`src/rtl/collatz_sched.sv`:
```
// Round-robin scheduler sharing one Collatz iteration datapath among N_REQ requesters.
// Each accepted start value is iterated to 1; the step count is returned tagged with the requester id.
module collatz_sched #(
    parameter int N_REQ = 4,
    parameter int WIDTH = 16,
    parameter int CNT_W = 16,
    localparam int ID_W = $clog2(N_REQ)
) (
    input  logic                   clk,
    input  logic                   rst,
    input  logic [N_REQ-1:0]       req_valid,
    input  logic [N_REQ*WIDTH-1:0] req_value,
    output logic [N_REQ-1:0]       req_ready,
    output logic                   resp_valid,
    input  logic                   resp_ready,
    output logic [ID_W-1:0]        resp_id,
    output logic [CNT_W-1:0]       resp_steps,
    output logic                   resp_err,
    output logic                   busy
);

    typedef enum logic [1:0] {S_IDLE, S_RUN, S_DONE} state_t;

    state_t            state_q, state_d;
    logic [WIDTH-1:0]  x_q, x_d;
    logic [CNT_W-1:0]  steps_q, steps_d;
    logic [ID_W-1:0]   id_q, id_d;
    logic [ID_W-1:0]   ptr_q, ptr_d;
    logic              err_q, err_d;
    logic              busy_q;

    logic [WIDTH-1:0]  val_w [N_REQ];
    logic              grant_vld;
    logic [ID_W-1:0]   grant_id;
    logic [ID_W-1:0]   ptr_nxt;
    logic [WIDTH+1:0]  tri_w;
    logic              ovf_w;

    for (genvar g = 0; g < N_REQ; g++) begin : g_val
        assign val_w[g] = req_value[g*WIDTH +: WIDTH];
    end

    // First valid requester at or after ptr, wrapping modulo N_REQ.
    always_comb begin
        int idx;
        grant_vld = 1'b0;
        grant_id  = '0;
        for (int k = 0; k < N_REQ; k++) begin
            idx = int'(ptr_q) + k;
            if (idx >= N_REQ) idx = idx - N_REQ;
            if (!grant_vld && req_valid[idx]) begin
                grant_vld = 1'b1;
                grant_id  = ID_W'(idx);
            end
        end
    end

    assign ptr_nxt = (grant_id == ID_W'(N_REQ-1)) ? '0 : grant_id + 1'b1;

    // 3x+1 computed two bits wider so overflow is visible in the top bits.
    assign tri_w = ({2'b00, x_q} << 1) + {2'b00, x_q} + (WIDTH+2)'(1);
    assign ovf_w = |tri_w[WIDTH+1:WIDTH];

    always_comb begin
        state_d   = state_q;
        x_d       = x_q;
        steps_d   = steps_q;
        id_d      = id_q;
        err_d     = err_q;
        ptr_d     = ptr_q;
        req_ready = '0;
        case (state_q)
            S_IDLE: begin
                if (grant_vld && !rst) begin
                    req_ready[grant_id] = 1'b1;
                    x_d     = val_w[grant_id];
                    steps_d = '0;
                    id_d    = grant_id;
                    ptr_d   = ptr_nxt;
                    state_d = S_RUN;
                end
            end
            S_RUN: begin
                if (x_q == '0) begin
                    err_d   = 1'b1;
                    state_d = S_DONE;
                end else if (x_q == WIDTH'(1)) begin
                    state_d = S_DONE;
                end else if ((x_q[0] && ovf_w) || (&steps_q)) begin
                    err_d   = 1'b1;
                    state_d = S_DONE;
                end else begin
                    x_d     = x_q[0] ? tri_w[WIDTH-1:0] : (x_q >> 1);
                    steps_d = steps_q + 1'b1;
                end
            end
            S_DONE: begin
                if (resp_ready) begin
                    err_d   = 1'b0;
                    state_d = S_IDLE;
                end
            end
            default: state_d = S_IDLE;
        endcase
    end

    always_ff @(posedge clk or posedge rst) begin
        if (rst) begin
            state_q <= S_IDLE;
            x_q     <= '0;
            steps_q <= '0;
            id_q    <= '0;
            ptr_q   <= '0;
            err_q   <= 1'b0;
            busy_q  <= 1'b0;
        end else begin
            state_q <= state_d;
            x_q     <= x_d;
            steps_q <= steps_d;
            id_q    <= id_d;
            ptr_q   <= ptr_d;
            err_q   <= err_d;
            busy_q  <= (state_d != S_IDLE);
        end
    end

    assign resp_valid = (state_q == S_DONE);
    assign resp_id    = id_q;
    assign resp_steps = steps_q;
    assign resp_err   = err_q;
    assign busy       = busy_q;

endmodule

```
`config.mk`:
```
export PLATFORM = sky130hd
export DESIGN_NAME = collatz_sched
export DESIGN_NICKNAME = d
export VERILOG_FILES = /design/src/rtl/collatz_sched.sv
export SDC_FILE = /design/constraint.sdc
export NUM_CORES = 1
export LEC_CHECK = 0
export CORE_ASPECT_RATIO = 1.75
export CORE_MARGIN = 2
export CORE_UTILIZATION = 50
export CTS_CLUSTER_SIZE = 25
export DETAILED_ROUTE_END_ITERATION = 10
export PLACE_DENSITY = 0.85
export SLEW_MARGIN = 5
export SYNTH_ARGS = -nofsm -noshare
export SYNTH_HDL_FRONTEND = slang
export SYNTH_SLANG_ARGS = --single-unit
```
`constraint.sdc`:
```
create_clock -name clk -period 6.9 [get_ports clk]
set_input_delay 1.38 -clock clk [delete_from_list [all_inputs] [get_ports clk]]
set_output_delay 1.38 -clock clk [all_outputs]
set_load 0.03 [all_outputs]
```
==> results.toml, run 1 <==
[setup_path]
crit_family = "buffers and inverters"
crit_slowest_cell = "clkdlybuf4s50_1"
cp_cell_sequence = "clkdlybuf4s50_1, inv_1, and3_1, or3_1, inv_2, ha_1, and2_1, clkdlybuf4s50_1"
crit_buf_inv = 4
cp_max_fo = 31
start_kind = "input pin"
crit_type = "in2out"
crit_arrival_ps = 4310
required_ps = 5520
worst_path_largest_cell_delay_ps = 660
cp-end-kind = "output pin"
path_common_cell = "clkdlybuf4s50_1"

[clock_network]
post_cts_buffers = 0
clk_latency_ps = 290
clock_sinks = 40
cts_root_buf = "clkbuf_16"
cts_tree = "built"
cts_buffers = 5
cts_resized = 0
ctsHoldBuffers = 0
cts.htree.levels = 2
path_clk_slew_ps = 60
cts_buffer_depth = 2

[die]
core_area_sq_um = 7909
initial_core_util = 0.5142
dieArea_sq_um = 8899
rows = 43
die_w_um = 72.17
io_pins = 96
die_h_um = 123.3

[final_layout]
nets = 644
fin_area_sq_um = 5194
syn_to_final_growth_pct = 27.72
diodes = 0
drive_above_1_share = 0.06852

[pwr]
leakage_nw = 2.276
p_per_area_nw_per_um2 = 502.8
total_power_mw = 2.612
worst_ir_drop_vdd_mv = 0.2366

[drt]
wl_per_cell_um = 19.50
postRouteAntennaNets = 0
via_per_inst = 6.365
drt-pass1-iter-count = 6
vias = 4010
drc = 0
routed_wl_mm = 12.28
drtIter0Drc = 388

[grt]
grt_max_degree = 41
gr-total-overflow = 0
antenna_found_initial = 0
grt_usage = 0.2845
grt_pass1_wl_mm = 19.74
grt_pass1_vias = 4038

[sta]
slew_violations = 0
max_slew_margin = 0.2636
worst_pin_slew_ps = 1102
finClkSkew_ps = 9.215
finalSetupTns_ps = 0
timing.final.crit_period_ps = 5694
setup_violations = 0
period_share = 0.8252
rsz0062_at_grt = "no"
holdWs_ps = 502.9
fin_ws_ps = 1206
timing.fmax_ghz = 0.1756
hold_viol_final = 0

[placed_design]
placed_area_sq_um = 5022
port-buffer-count = 95
place_hpwl_mm = 9.228
place.gp.congestion = 0.9506
dpl_worst_slack_ps = 1189

[yosys]
ys_async_sr_fraction = 1.000
netlist_area_sq_um = 4066
synth-seq-area-share = 0.2462
synthFlopType = "dfrtp_1"
synth_commonest_cells = "mux2i_1, nand2_1, dfrtp_1"
syn-num-nets = 562
synthCells = 457
yosysTopAreaCellShare = 0.2462
synth.largest_area_cell = "dfrtp_1"
syn_avg_cell_area_sq_um = 8.898
ys_ff_latch = 40
yosys_warnings = 0
ys_types = 68
synth_most_common_cell = "mux2i_1"
synth_area_leaders = "dfrtp_1, mux2i_1, ha_1"
synth_edf_count = 0

[run_status]
status = "complete, no violations"

[flow_run]
maxCapViolations = 0

[min_path]
hold_path.class = "reg2reg"
==> registers in the layout (all words and copies together) (netlist names), named ones only <==
register and count:
resp_steps 16, x_q 15, ptr_q 2, resp_id 2, state_q 2, busy 1, resp_err 1
==> final timing paths <==
kind	to	cells past startpoint	startpoint	slack, ps
min in group asynchronous	state_q[1]$_DFF_PP0_	3	rst	1560
worst max register to register	x_q[9]$_DFFE_PP0P_	11	x_q[0]$_DFFE_PP0P_	3470
worst min-delay path	resp_id[0]$_DFFE_PP0P_	2	resp_id[0]$_DFFE_PP0P_	500
worst min register to register	resp_id[0]$_DFFE_PP0P_	2	resp_id[0]$_DFFE_PP0P_	500
max in group asynchronous	busy$_DFF_PP0_	3	rst	4980
worst max-delay path	req_ready[3]	8	req_valid[3]	1210
==> cell type report <==
class | count | area [sq um]
fill | 662 | 2715
timing repair buffer | 99 | 980.9
clock buffer | 5 | 125.1
clock inverter | 3 | 46.29
sequential | 40 | 1001
multi-input combinational | 365 | 2823
inverter | 28 | 105.1
tap | 90 | 112.6
==> metrics by stage <==
step	cells	util
6_report	630	0.6567
3_5_place_dp	622	0.6350
3_3_place_gp	622	0.6350
2_1_floorplan	457	-
4_1_cts	630	0.6567
5_1_grt	630	0.6567
==> cells in the final DEF, fill, tap and decap left out, types with 3 or more instances in the layout <==
cell type / netlist / routed
clkdlybuf4s50_1: 0 / 95
mux2i_1: 59 / 59
nand2_1: 44 / 44
dfrtp_1: 40 / 40
ha_1: 33 / 33
inv_1: 26 / 26
a21oi_1: 22 / 22
o21ai_0: 21 / 21
nand3_1: 18 / 18
nor2_1: 15 / 15
nand2b_1: 14 / 14
o31ai_1: 11 / 11
nor3_1: 10 / 10
o311ai_1: 9 / 9
and3_1: 7 / 7
and2_1: 6 / 6
xnor2_1: 5 / 5
mux2_2: 5 / 5
a211oi_1: 5 / 5
clkbuf_16: 0 / 5
o211ai_1: 4 / 4
a21o_1: 4 / 4
o22ai_1: 4 / 4
a311oi_1: 4 / 4
a31oi_1: 4 / 4
buf_4: 0 / 4
nand4_1: 3 / 3
nor4_1: 3 / 3
and4_1: 3 / 3
nor2b_1: 3 / 3
or3_1: 3 / 3
o221ai_1: 3 / 3
==> power breakdown <==
| group | internal [mW] | leakage, nW | switching, mW |
|---|---|---|---|
| Clock | 0.172 | 0.0804 | 0.106 |
| Sequential | 0.321 | 0.505 | 0.0951 |
| Combinational | 0.757 | 1.69 | 1.16 |
==> routing by layer <==
layer,share of wire,track usage
met5,0,0
met4,0.052,0.1663
met3,0.043,0.03667
met2,0.55,0.5344
met1,0.36,0.2919
==> cells by family (layout without fill, tap and decap cells) <==
kind of cell | after synthesis | in the layout | synth area share
simple gates | 140 | 140 | 0.1843
fa+ha+maj | 34 | 34 | 0.1065
xor+xnor | 6 | 6 | 0.01292
buf+inv | 52 | 135 | 0.06154
compound gates | 120 | 120 | 0.2259
mux | 65 | 65 | 0.1628
flops | 40 | 40 | 0.2462
==> worst min-delay path: stages, from the launching register on <==
cell and delay (ps):
dfrtp_1 360, nand2_1 50, o21ai_0 60
Power figures use the tool's default switching activity.
==> inputs of run 2 (changes only) <==
Settings changed: CORE_UTILIZATION 50 to 46, PLACE_DENSITY 0.85 to 0.83.
Clock period 6.9 ns to 5.1 ns, I/O delays scaled along.
==> run 2 against run 1 <==
Combinational power rose by 34%. Clock-buffer cell count did not move. Die area rose by 8.3%. Non-clock buffer count rose by 3. Worst hold slack improved by 8.7 ps. Clock power rose by 14%. Register-to-register slack got worse by 1900 ps. Largest cell class unchanged. Highest routed layer unchanged.
==> results.toml, run 2 (synthesis results as in run 1) <==
[setup_path]
timing.rr.end = "busy$_DFF_PP0_"
crit_slowest_cell = "clkdlybuf4s50_1"
crit_arrival_ps = 3510
crit_type = "in2out"
required_ps = 4080
startpoint = "req_valid[3]"
r2r_start = "x_q[0]$_DFFE_PP0P_"
crit_family = "buffers and inverters"
cp_cell_sequence = "clkdlybuf4s50_1, inv_1, and3_1, or3_1, inv_2, ha_1, and2_1, clkdlybuf4s50_1"
rrSetupSlack_ps = 1610
reg2reg_depth = 9
crit_end = "req_ready[3]"
start_kind = "input pin"
worst_path_largest_cell_delay_ps = 670
crit_buf_inv = 4
crit_cells = 8
cp-end-kind = "output pin"
cp_max_fo = 8
path_common_cell = "clkdlybuf4s50_1"

[final_layout]
largest_reg_flops = 16
stdcell_count = 660
drive_above_1_share = 0.07366
syn_to_final_growth_pct = 28.43
nFillCells = 739
diodes = 0
nets = 647
final_common_cell = "clkdlybuf4s50_1"
most-common-layout-cells = "clkdlybuf4s50_1, mux2i_1, nand2_1"

[die]
initial_core_util = 0.4720
core_area_sq_um = 8615
rows = 45
die_w_um = 75.08
die_h_um = 128.4
io_pins = 96
dieArea_sq_um = 9638

[clock_network]
cts_resized = 0
post_cts_buffers = 0
cts_buffer_depth = 2
cts_buffers = 5
cts_tree = "built"
clk_latency_ps = 290
clock_sinks = 40
cts_root_buf = "clkbuf_16"
path_clk_slew_ps = 70
cts.htree.levels = 2
ctsHoldBuffers = 0

[sta]
setup_violations = 0
timing.final.crit_period_ps = 4534
timing.fmax_ghz = 0.2206
worst_pin_slew_ps = 1141
fin_ws_ps = 566.2
finalSetupTns_ps = 0
rsz0062_at_grt = "no"
max_slew_margin = 0.2377
slew_violations = 0
finClkSkew_ps = 11.49
hold_viol_final = 0
period_share = 0.8890

[drt]
wl_per_cell_um = 18.22
routed_wl_mm = 12.03
via_per_inst = 6.008
drt-pass1-iter-count = 4
drtIter0Drc = 223
drc = 0
vias = 3965
postRouteAntennaNets = 0

[grt]
grt_max_degree = 41
grt_pass1_wl_mm = 19.62
grt.met1_usage = 0.2768
grtUsageMet2 = 0.4732
grt_usage = 0.2601
grt_pass1_vias = 4082
gr-total-overflow = 0
antenna_found_initial = 0
globalRouteMet3Util = 0.02662
top_usage_layer = "met2"

[placed_design]
place_inst = 652
dpl_worst_slack_ps = 580.8
place.gp.congestion = 0.9606
port-buffer-count = 95
place_hpwl_mm = 9.251

[run_status]
status = "complete, no violations"

[min_path]
hold_path.class = "reg2reg"

[pwr]
p_per_area_nw_per_um2 = 664.8
worst_ir_drop_vdd_mv = 0.3620
leakage_nw = 2.284

[flow_run]
maxCapViolations = 0
-- run 2: per-layer routing --
layer | part of all wire | wire length [um]
met5 | 0 | 0
met2 | 0.56 | 6688
met3 | 0.035 | 425
met1 | 0.36 | 4272
met4 | 0.053 | 640
-- run 2: worst register-to-register path: cells and delay by family (launching register included) --
kind	cells	cell delay, ps
flops	1	630
simple gates	2	930
fa+ha+maj	1	250
buf+inv	1	330
mux	1	360
compound gates	4	840
-- run 2: how the worst min path moves through the flow --
stage,from,to,slack (ps),depth (start not counted)
finish,resp_err$_DFFE_PP0P_,resp_err$_DFFE_PP0P_,510,2
global route,resp_err$_DFFE_PP0P_,resp_err$_DFFE_PP0P_,550,2
CTS,resp_err$_DFFE_PP0P_,resp_err$_DFFE_PP0P_,510,2
detailed placement,resp_err$_DFFE_PP0P_,resp_err$_DFFE_PP0P_,490,2
global placement,resp_steps[4]$_DFFE_PP0P_,resp_steps[4]$_DFFE_PP0P_,480,1
floorplan,ptr_q[0]$_DFFE_PP0P_,ptr_q[0]$_DFFE_PP0P_,470,2
-- run 2: final cells by class --
class / count / area [sq um] / share of cell area
multi-input cells: 365 / 2823 / 0.5405
repair buffers: 102 / 1003 / 0.1921
flip-flops and latches: 40 / 1001 / 0.1917
well taps: 117 / 146.4 / 0.02803
clock buffers: 5 / 125.1 / 0.02396
inverters: 28 / 105.1 / 0.02012
clock inverters: 3 / 18.77 / 0.003594
-- run 2: power by group --
part	switching (mW)	leakage (nW)	total, mW	internal, mW
Clock	0.137	0.0736	0.317	0.181
Sequential	0.154	0.505	0.587	0.433
Combinational	1.54	1.71	2.57	1.03
-- run 2: metrics by stage --
stage	hold slack [ps]	area, sq um	power [mW]	util
detailed placement	488.7	5079	3.114	0.5895
global placement	483.8	5079	3.044	0.5895
global route	547.5	5223	3.733	0.6062
finish	511.6	5223	3.472	0.6062
floorplan	471.3	4066	2.545	-
CTS	505.4	5223	3.449	0.6062
